File: src/rtl/cordic_pkg.sv
// Shared CORDIC definitions for the sin_cos and atan2/magnitude blocks.
// Holds the arctangent table, the state encoding and the 1/K shift-add constants.
package cordic_pkg;

  localparam int G = 3;

  typedef enum logic [2:0] {
    IDLE = 3'd0,
    FOLD = 3'd1,
    ITER = 3'd2,
    GAIN = 3'd3,
    DONE = 3'd4
  } state_t;

  // 1/K ~= 2^-1 + 2^-3 - 2^-6 - 2^-9 - 2^-13, evaluated on a value pre-scaled by 2^GC_FRAC
  localparam int GC_FRAC = 13;
  localparam int GC_ADD0 = 1;
  localparam int GC_ADD1 = 3;
  localparam int GC_SUB0 = 6;
  localparam int GC_SUB1 = 9;
  localparam int GC_SUB2 = 13;

  // atan(2^-i) with a full turn of 2^32, rescaled to 2^(asize+g) LSB per quadrant, rounded
  function automatic longint atan_lut(input int i, input int asize, input int g);
    longint t;
    int     sh;
    case (i)
      0:       t = 64'd536870912;
      1:       t = 64'd316933406;
      2:       t = 64'd167458907;
      3:       t = 64'd85004756;
      4:       t = 64'd42667331;
      5:       t = 64'd21354465;
      6:       t = 64'd10679838;
      7:       t = 64'd5340245;
      8:       t = 64'd2670163;
      9:       t = 64'd1335087;
      10:      t = 64'd667544;
      11:      t = 64'd333772;
      12:      t = 64'd166886;
      13:      t = 64'd83443;
      14:      t = 64'd41722;
      default: t = 64'd41722 >> (i - 14);
    endcase
    sh = 30 - asize - g;
    if (sh > 0) atan_lut = (t + (longint'(1) <<< (sh - 1))) >>> sh;
    else        atan_lut = t <<< (-sh);
  endfunction

endpackage

File: src/rtl/cordic_gain_comp.sv
// Combinational shift-add multiply by 1/K (~0.60725), truncated; the caller registers the result.
// Input is the non-negative CORDIC x accumulator; output has the same width.
module cordic_gain_comp
  import cordic_pkg::*;
#(
  parameter int XW = 10
) (
  input  logic [XW-1:0] mag_raw,
  output logic [XW-1:0] mag_comp
);

  localparam int EW = XW + GC_FRAC;

  logic [EW-1:0] ext;
  logic [EW-1:0] acc;

  // pre-scaling keeps every shifted term exact, so only the final drop truncates
  always_comb begin
    ext      = EW'(mag_raw) << GC_FRAC;
    acc      = (ext >> GC_ADD0) + (ext >> GC_ADD1)
             - (ext >> GC_SUB0) - (ext >> GC_SUB1) - (ext >> GC_SUB2);
    mag_comp = XW'(acc >> GC_FRAC);
  end

endmodule

File: src/rtl/cordic_atan2_mag.sv
// Iterative vectoring CORDIC: (x,y) -> atan2 angle and magnitude, one micro-rotation per cycle; result RNUM+2 cycles after accept (RNUM+3 with CORDIC_GAIN_COMP_EN).
// in_ready only in IDLE; the result is held in DONE until out_ready, with no same-cycle input bypass.
module cordic_atan2_mag
  import cordic_pkg::*;
#(
  parameter int ASIZE = 8,
  parameter int DSIZE = 8,
  parameter int RNUM  = 8
) (
  input  logic               clock,
  input  logic               rst,
  input  logic               in_valid,
  output logic               in_ready,
  input  logic [DSIZE-1:0]   x,
  input  logic [DSIZE-1:0]   y,
  output logic               out_valid,
  input  logic               out_ready,
  output logic [ASIZE+1:0]   angle,
  output logic [DSIZE+1:0]   mag
);

  localparam int XW = DSIZE + 2;
  localparam int AW = ASIZE + 2;
  localparam int ZW = AW + G;
  localparam int IW = (RNUM > 1) ? $clog2(RNUM) : 1;

  localparam logic [IW-1:0] I_LAST = IW'(RNUM - 1);
  localparam logic [ZW-1:0] Z_PI   = {2'b10, {(ASIZE + G){1'b0}}};
  localparam logic [ZW-1:0] Z_HALF = ZW'(1 << (G - 1));

  state_t                state_q, state_d;
  logic signed [XW-1:0]  xr_q, xr_d;
  logic signed [XW-1:0]  yr_q, yr_d;
  logic [ZW-1:0]         z_q, z_d;
  logic [IW-1:0]         i_q, i_d;
  logic                  zero_q, zero_d;
  logic [AW-1:0]         angle_q, angle_d;
  logic [XW-1:0]         mag_q, mag_d;

  logic signed [XW-1:0]  xr_sh, yr_sh, xr_it, yr_it;
  logic [ZW-1:0]         atan_z, z_it, z_fin, z_rnd;
  logic [XW-1:0]         xr_fin;

`ifdef CORDIC_GAIN_COMP_EN
  logic [XW-1:0] gain_mag;

  cordic_gain_comp #(.XW(XW)) u_gain_comp (
    .mag_raw  (xr_q),
    .mag_comp (gain_mag)
  );
`endif

  always_comb begin
    state_d = state_q;
    xr_d    = xr_q;
    yr_d    = yr_q;
    z_d     = z_q;
    i_d     = i_q;
    zero_d  = zero_q;
    angle_d = angle_q;
    mag_d   = mag_q;

    // one micro-rotation toward y=0, both updates from pre-update values
    xr_sh  = xr_q >>> i_q;
    yr_sh  = yr_q >>> i_q;
    atan_z = ZW'(atan_lut(int'(i_q), ASIZE, G));
    if (!yr_q[XW-1]) begin
      xr_it = xr_q + yr_sh;
      yr_it = yr_q - xr_sh;
      z_it  = z_q + atan_z;
    end else begin
      xr_it = xr_q - yr_sh;
      yr_it = yr_q + xr_sh;
      z_it  = z_q - atan_z;
    end

`ifdef CORDIC_GAIN_COMP_EN
    z_fin  = z_q;
    xr_fin = gain_mag;
`else
    z_fin  = z_it;
    xr_fin = xr_it;
`endif
    z_rnd = z_fin + Z_HALF;

    case (state_q)
      IDLE: begin
        if (in_valid) begin
          xr_d    = {{2{x[DSIZE-1]}}, x};
          yr_d    = {{2{y[DSIZE-1]}}, y};
          zero_d  = (x == '0) && (y == '0);
          state_d = FOLD;
        end
      end
      FOLD: begin
        // left half-plane: rotate by 180 degrees so the iterations only cover +-90
        if (xr_q[XW-1]) begin
          xr_d = -xr_q;
          yr_d = -yr_q;
          z_d  = Z_PI;
        end else begin
          z_d = '0;
        end
        i_d     = '0;
        state_d = ITER;
      end
      ITER: begin
        xr_d = xr_it;
        yr_d = yr_it;
        z_d  = z_it;
        i_d  = i_q + 1'b1;
        if (i_q == I_LAST) begin
`ifdef CORDIC_GAIN_COMP_EN
          state_d = GAIN;
`else
          angle_d = zero_q ? '0 : AW'(z_rnd >> G);
          mag_d   = zero_q ? '0 : xr_fin;
          state_d = DONE;
`endif
        end
      end
      GAIN: begin
`ifdef CORDIC_GAIN_COMP_EN
        angle_d = zero_q ? '0 : AW'(z_rnd >> G);
        mag_d   = zero_q ? '0 : xr_fin;
        state_d = DONE;
`else
        state_d = IDLE;
`endif
      end
      DONE: begin
        if (out_ready) state_d = IDLE;
      end
      default: state_d = IDLE;
    endcase
  end

  always_ff @(posedge clock) begin
    if (rst) begin
      state_q <= IDLE;
      xr_q    <= '0;
      yr_q    <= '0;
      z_q     <= '0;
      i_q     <= '0;
      zero_q  <= 1'b0;
      angle_q <= '0;
      mag_q   <= '0;
    end else begin
      state_q <= state_d;
      xr_q    <= xr_d;
      yr_q    <= yr_d;
      z_q     <= z_d;
      i_q     <= i_d;
      zero_q  <= zero_d;
      angle_q <= angle_d;
      mag_q   <= mag_d;
    end
  end

  assign in_ready  = (state_q == IDLE);
  assign out_valid = (state_q == DONE);
  assign angle     = angle_q;
  assign mag       = mag_q;

endmodule

File: config.mk
export PLATFORM = sky130hd
export DESIGN_NAME = cordic_atan2_mag
export DESIGN_NICKNAME = d
export VERILOG_FILES = /design/src/rtl/cordic_pkg.sv /design/src/rtl/cordic_gain_comp.sv /design/src/rtl/cordic_atan2_mag.sv
export SDC_FILE = /design/constraint.sdc
export NUM_CORES = 1
export LEC_CHECK = 0
export ABC_CLOCK_PERIOD_IN_PS = 5800
export BUFFER_PORTS_ARGS = -buffer_cell sky130_fd_sc_hd__buf_2
export CAP_MARGIN = 20
export CORE_AREA = 8 8 186 100
export DETAILED_ROUTE_END_ITERATION = 10
export DIE_AREA = 0 0 194 108
export PLACE_DENSITY = 0.63
export SYNTH_ARGS = -nofsm -noshare
export SYNTH_HDL_FRONTEND = slang
export SYNTH_SLANG_ARGS = --single-unit
export TNS_END_PERCENT = 1
File: constraint.sdc
create_clock -name clock -period 5.8 [get_ports clock]
set_input_delay 0.58 -clock clock [delete_from_list [all_inputs] [get_ports clock]]
set_output_delay 0.58 -clock clock [all_outputs]
set_load 0.005 [all_outputs]
==> results.md <==
* Iteration count of the initial detailed-routing pass at 5
* Compound-gate portion of the synthesized area at 21.9%
* Setup Skew at 11.9 ps
* Initial antenna violation count at 0
* Peak supply drop at 170 uV
* Hold wc startpoint: angle[8]$_SDFFE_PP0P_
* Most frequent cells in the layout: nor2_1 (115), dfxtp_1 (72), a21oi_1 (53)
* Status: finished clean
* Die Wd at 194 um
* Via count at 5817
* Gr usage total at 18.3%
* Static Leak at 2.82 nW
* Net count, final at 855
* Row count at 33
* Slew @ Worst Pin at 1020 ps
* Max-Cap Viols at 0
* TritonCTS Sinks at 72
* Largest net degree at the start of global routing at 40
* Sequential share of power at 24.9%
* DP HPWL at 14500 um
* FF+latch count, synth at 72
* I/O pins at 42
* Sequential area share after synthesis at 23.2%
* Post-synth cell types at 75
* Remaining DRCs at 0
* Final GP Congestion at 0.901
* Reg clk slew, reported paths at 60 ps
* Switching power at 0.00101 W
* Critical Path RT at 6010 ps
* WS Path Type: reg2reg
* Arr. time, crit path at 4620 ps
* Cts bufs inserted at 9
* P_int at 0.00141 W
* R2r worst-path depth at 14
* Post-synthesis simple-gate area fraction at 21.8%
* Final Hold Fails at 0
* Layout fillers at 1590
* Share of layout cells above drive strength 1 at 11.8%
* Final period util at 76.0%
* Clock root cell: clkbuf_16
* Routed length per instance at 19.1 um
* Register Area at 1440 um^2
* Grt met1 use at 29.7%
* Hold path endpoint: angle[8]$_SDFFE_PP0P_
* RSZ-0062 raised after global routing: false
* Post-synthesis mux area share at 8.41%
* Number of synthesis warnings at 0
* Vias in the first global route at 5104
* Reg2reg setup slack at 1390 ps
* ANT nets after route at 0
* Largest cells by area after synthesis: dfxtp_1 (23%), ha_1 (8.7%), nor2_1 (7.0%)
* Setup Total Neg Slack at 0 ps
* Dominant cell type by area after synthesis: dfxtp_1
* Clock H-tree levels at 3
* Worst Hold Class: reg2reg
* GRT met2 Usage at 21.8%
* Top_reg_cell synth: dfxtp_1
* Most common cell after layout, fill and taps aside: nor2_1
* Syn_nets at 841
* Bufs on Longest Clock Path at 2
* EDFF count, synth at 0
* Core ar. at 15900 um^2
* Max-slew headroom at 31.5%
* CP Capture Type: flip-flop
* Initial core utilization at 38.9%
* Hold Crit Depth at 1
* First-pass GRT wire length at 30400 um
* Post-Syn Instances at 775
* Chip height at 108 um
* Number of vias per cell at 5.79
* Pwr Total at 0.00242 W
* Multi-input logic area at 4440 um^2
* Post-Synth Adder-Cell Area at 9.64%
* Synth Area in XOR/XNOR at 9.75%
* Slew Limit Fails at 0
* Clk pwr share at 25.8%
* Ant. Diodes at 0
* CTS tree: yes
* Share of the synthesized area in the top cell type at 23.2%
* Final Setup Violations at 0
* Post-CTS sizing at 0
* Logic pwr share at 49.2%
* Area Overhead vs Synth at 10.8%
* Hold Buf Count CTS at 0
* PD cells at 352 nW/um^2
* Global-route met3 utilization at 6.29%
* IO Port Bufs at 41
* Synthesized area at 6200 um^2
* Fin crit period at 4410 ps
* CP Launch Type: flip-flop
* Skew-Pair Late Insertion Delay at 350 ps
* Sw Ratio at 41.8%
* Synth async-reset ratio at 0%
* Core Util, Final at 43.1%
* R2R Path End: yr_q[9]$_SDFFE_PP0P_
* DR iter-0 viols at 557
* Fmax at 0.227 GHz
* Avg Cell Area, Syn at 8.00 um^2
* Die area at 21000 um^2
* Main combinational cell family by area after synthesis: compound AO/OA/AOI/OAI gates
* RR Startpoint: i_q[1]$_SDFFE_PP0N_
* GRT Max-Usage Layer: met1
* CP max FO at 25
* GR Overflow Total at 0
* Routed WL at 19200 um
* Postcts setup bufs at 0
-- synth_stat cells (all sizes together) (5+ instances only) --
master	instances
and3	6
or3	5
a21o	8
inv	33
a22oi	25
ha	43
xnor2	42
a21oi	53
nor3	22
a221oi	9
o21a	6
mux2	6
a31oi	9
nor2	116
xor2	27
nor3b	9
nand3	20
nor2b	12
and2	7
mux4	13
or2	5
buf	16
nand2b	9
dfxtp	72
nand2	41
mux2i	15
clkbuf	29
o21ai	31
nor4	11
-- cell type report --
class | count | share of cell area, %
multi-input cells | 625 | 64.6
flip-flops and latches | 72 | 21.0
repair buffers | 48 | 4.04
well taps | 210 | 3.82
clock buffers | 10 | 3.48
inverters | 33 | 1.80
clock inverters | 6 | 1.31
-- how the worst max path moves through the flow --
| stage | end | startpoint | cells past startpoint | slack, ps |
|---|---|---|---|---|
| 2_1_floorplan | yr_q[9]$_SDFFE_PP0P_ | i_q[0]$_SDFFE_PP0N_ | 16 | 2010 |
| 3_3_place_gp | yr_q[7]$_SDFFE_PP0P_ | i_q[0]$_SDFFE_PP0N_ | 14 | 1290 |
| 3_5_place_dp | yr_q[9]$_SDFFE_PP0P_ | i_q[0]$_SDFFE_PP0N_ | 14 | 1160 |
| 4_1_cts | yr_q[9]$_SDFFE_PP0P_ | i_q[0]$_SDFFE_PP0N_ | 14 | 1160 |
| 5_1_grt | yr_q[9]$_SDFFE_PP0P_ | i_q[2]$_SDFFE_PP0N_ | 14 | 1060 |
| 6_report | yr_q[9]$_SDFFE_PP0P_ | i_q[1]$_SDFFE_PP0N_ | 14 | 1390 |
-- critical path, stage by stage, from the launching register on --
cell and delay (ps):
dfxtp_1 970, mux4_2 470, mux2i_1 320, ha_1 290, nor2_1 90, a21oi_1 70, ha_1 300, a21o_1 180
a21oi_1 210, o21ai_0 140, a2111oi_0 600, o31ai_1 200, xnor2_1 160, a21oi_1 200, nor3_2 60
-- per-stage QoR --
step	std cells	hold slack (ps)	cell area [um^2]	worst slack [ps]
4_1_cts	1003	485	6840	1160
6_report	1004	484	6870	1390
3_3_place_gp	987	467	6510	1290
3_5_place_dp	987	471	6510	1160
5_1_grt	1004	512	6870	1060
2_1_floorplan	775	454	6200	2010
-- cell families (layout without fill, tap and decap cells) --
group	count (synthesis)	count (layout)
adder cells (fa/ha/maj)	46	46
AND/OR/NAND/NOR	278	278
multiplexers	34	34
flip-flops	72	72
XOR/XNOR	69	69
AO/OA/AOI/OAI	198	198
buffers and inverters	78	97
-- routing by layer --
metal	vias up	share of wire, %
met2	262	34
met1	2680	54
met5	-	0
met4	0	0.65
met3	12	11
li1	2863	-
-- power by group through the flow --
stage | clock, W | sequential (W) | combinational [W]
3_5_place_dp | 0 | 0.000609 | 0.00115
4_1_cts | 0.000634 | 0.000599 | 0.00116
5_1_grt | 0.000657 | 0.000604 | 0.00132
2_1_floorplan | 0 | 0.000559 | 0.000927
3_3_place_gp | 0 | 0.000611 | 0.00115
6_report | 0.000624 | 0.000602 | 0.00119
No activity file was read; power rests on OpenSTA's default activity.
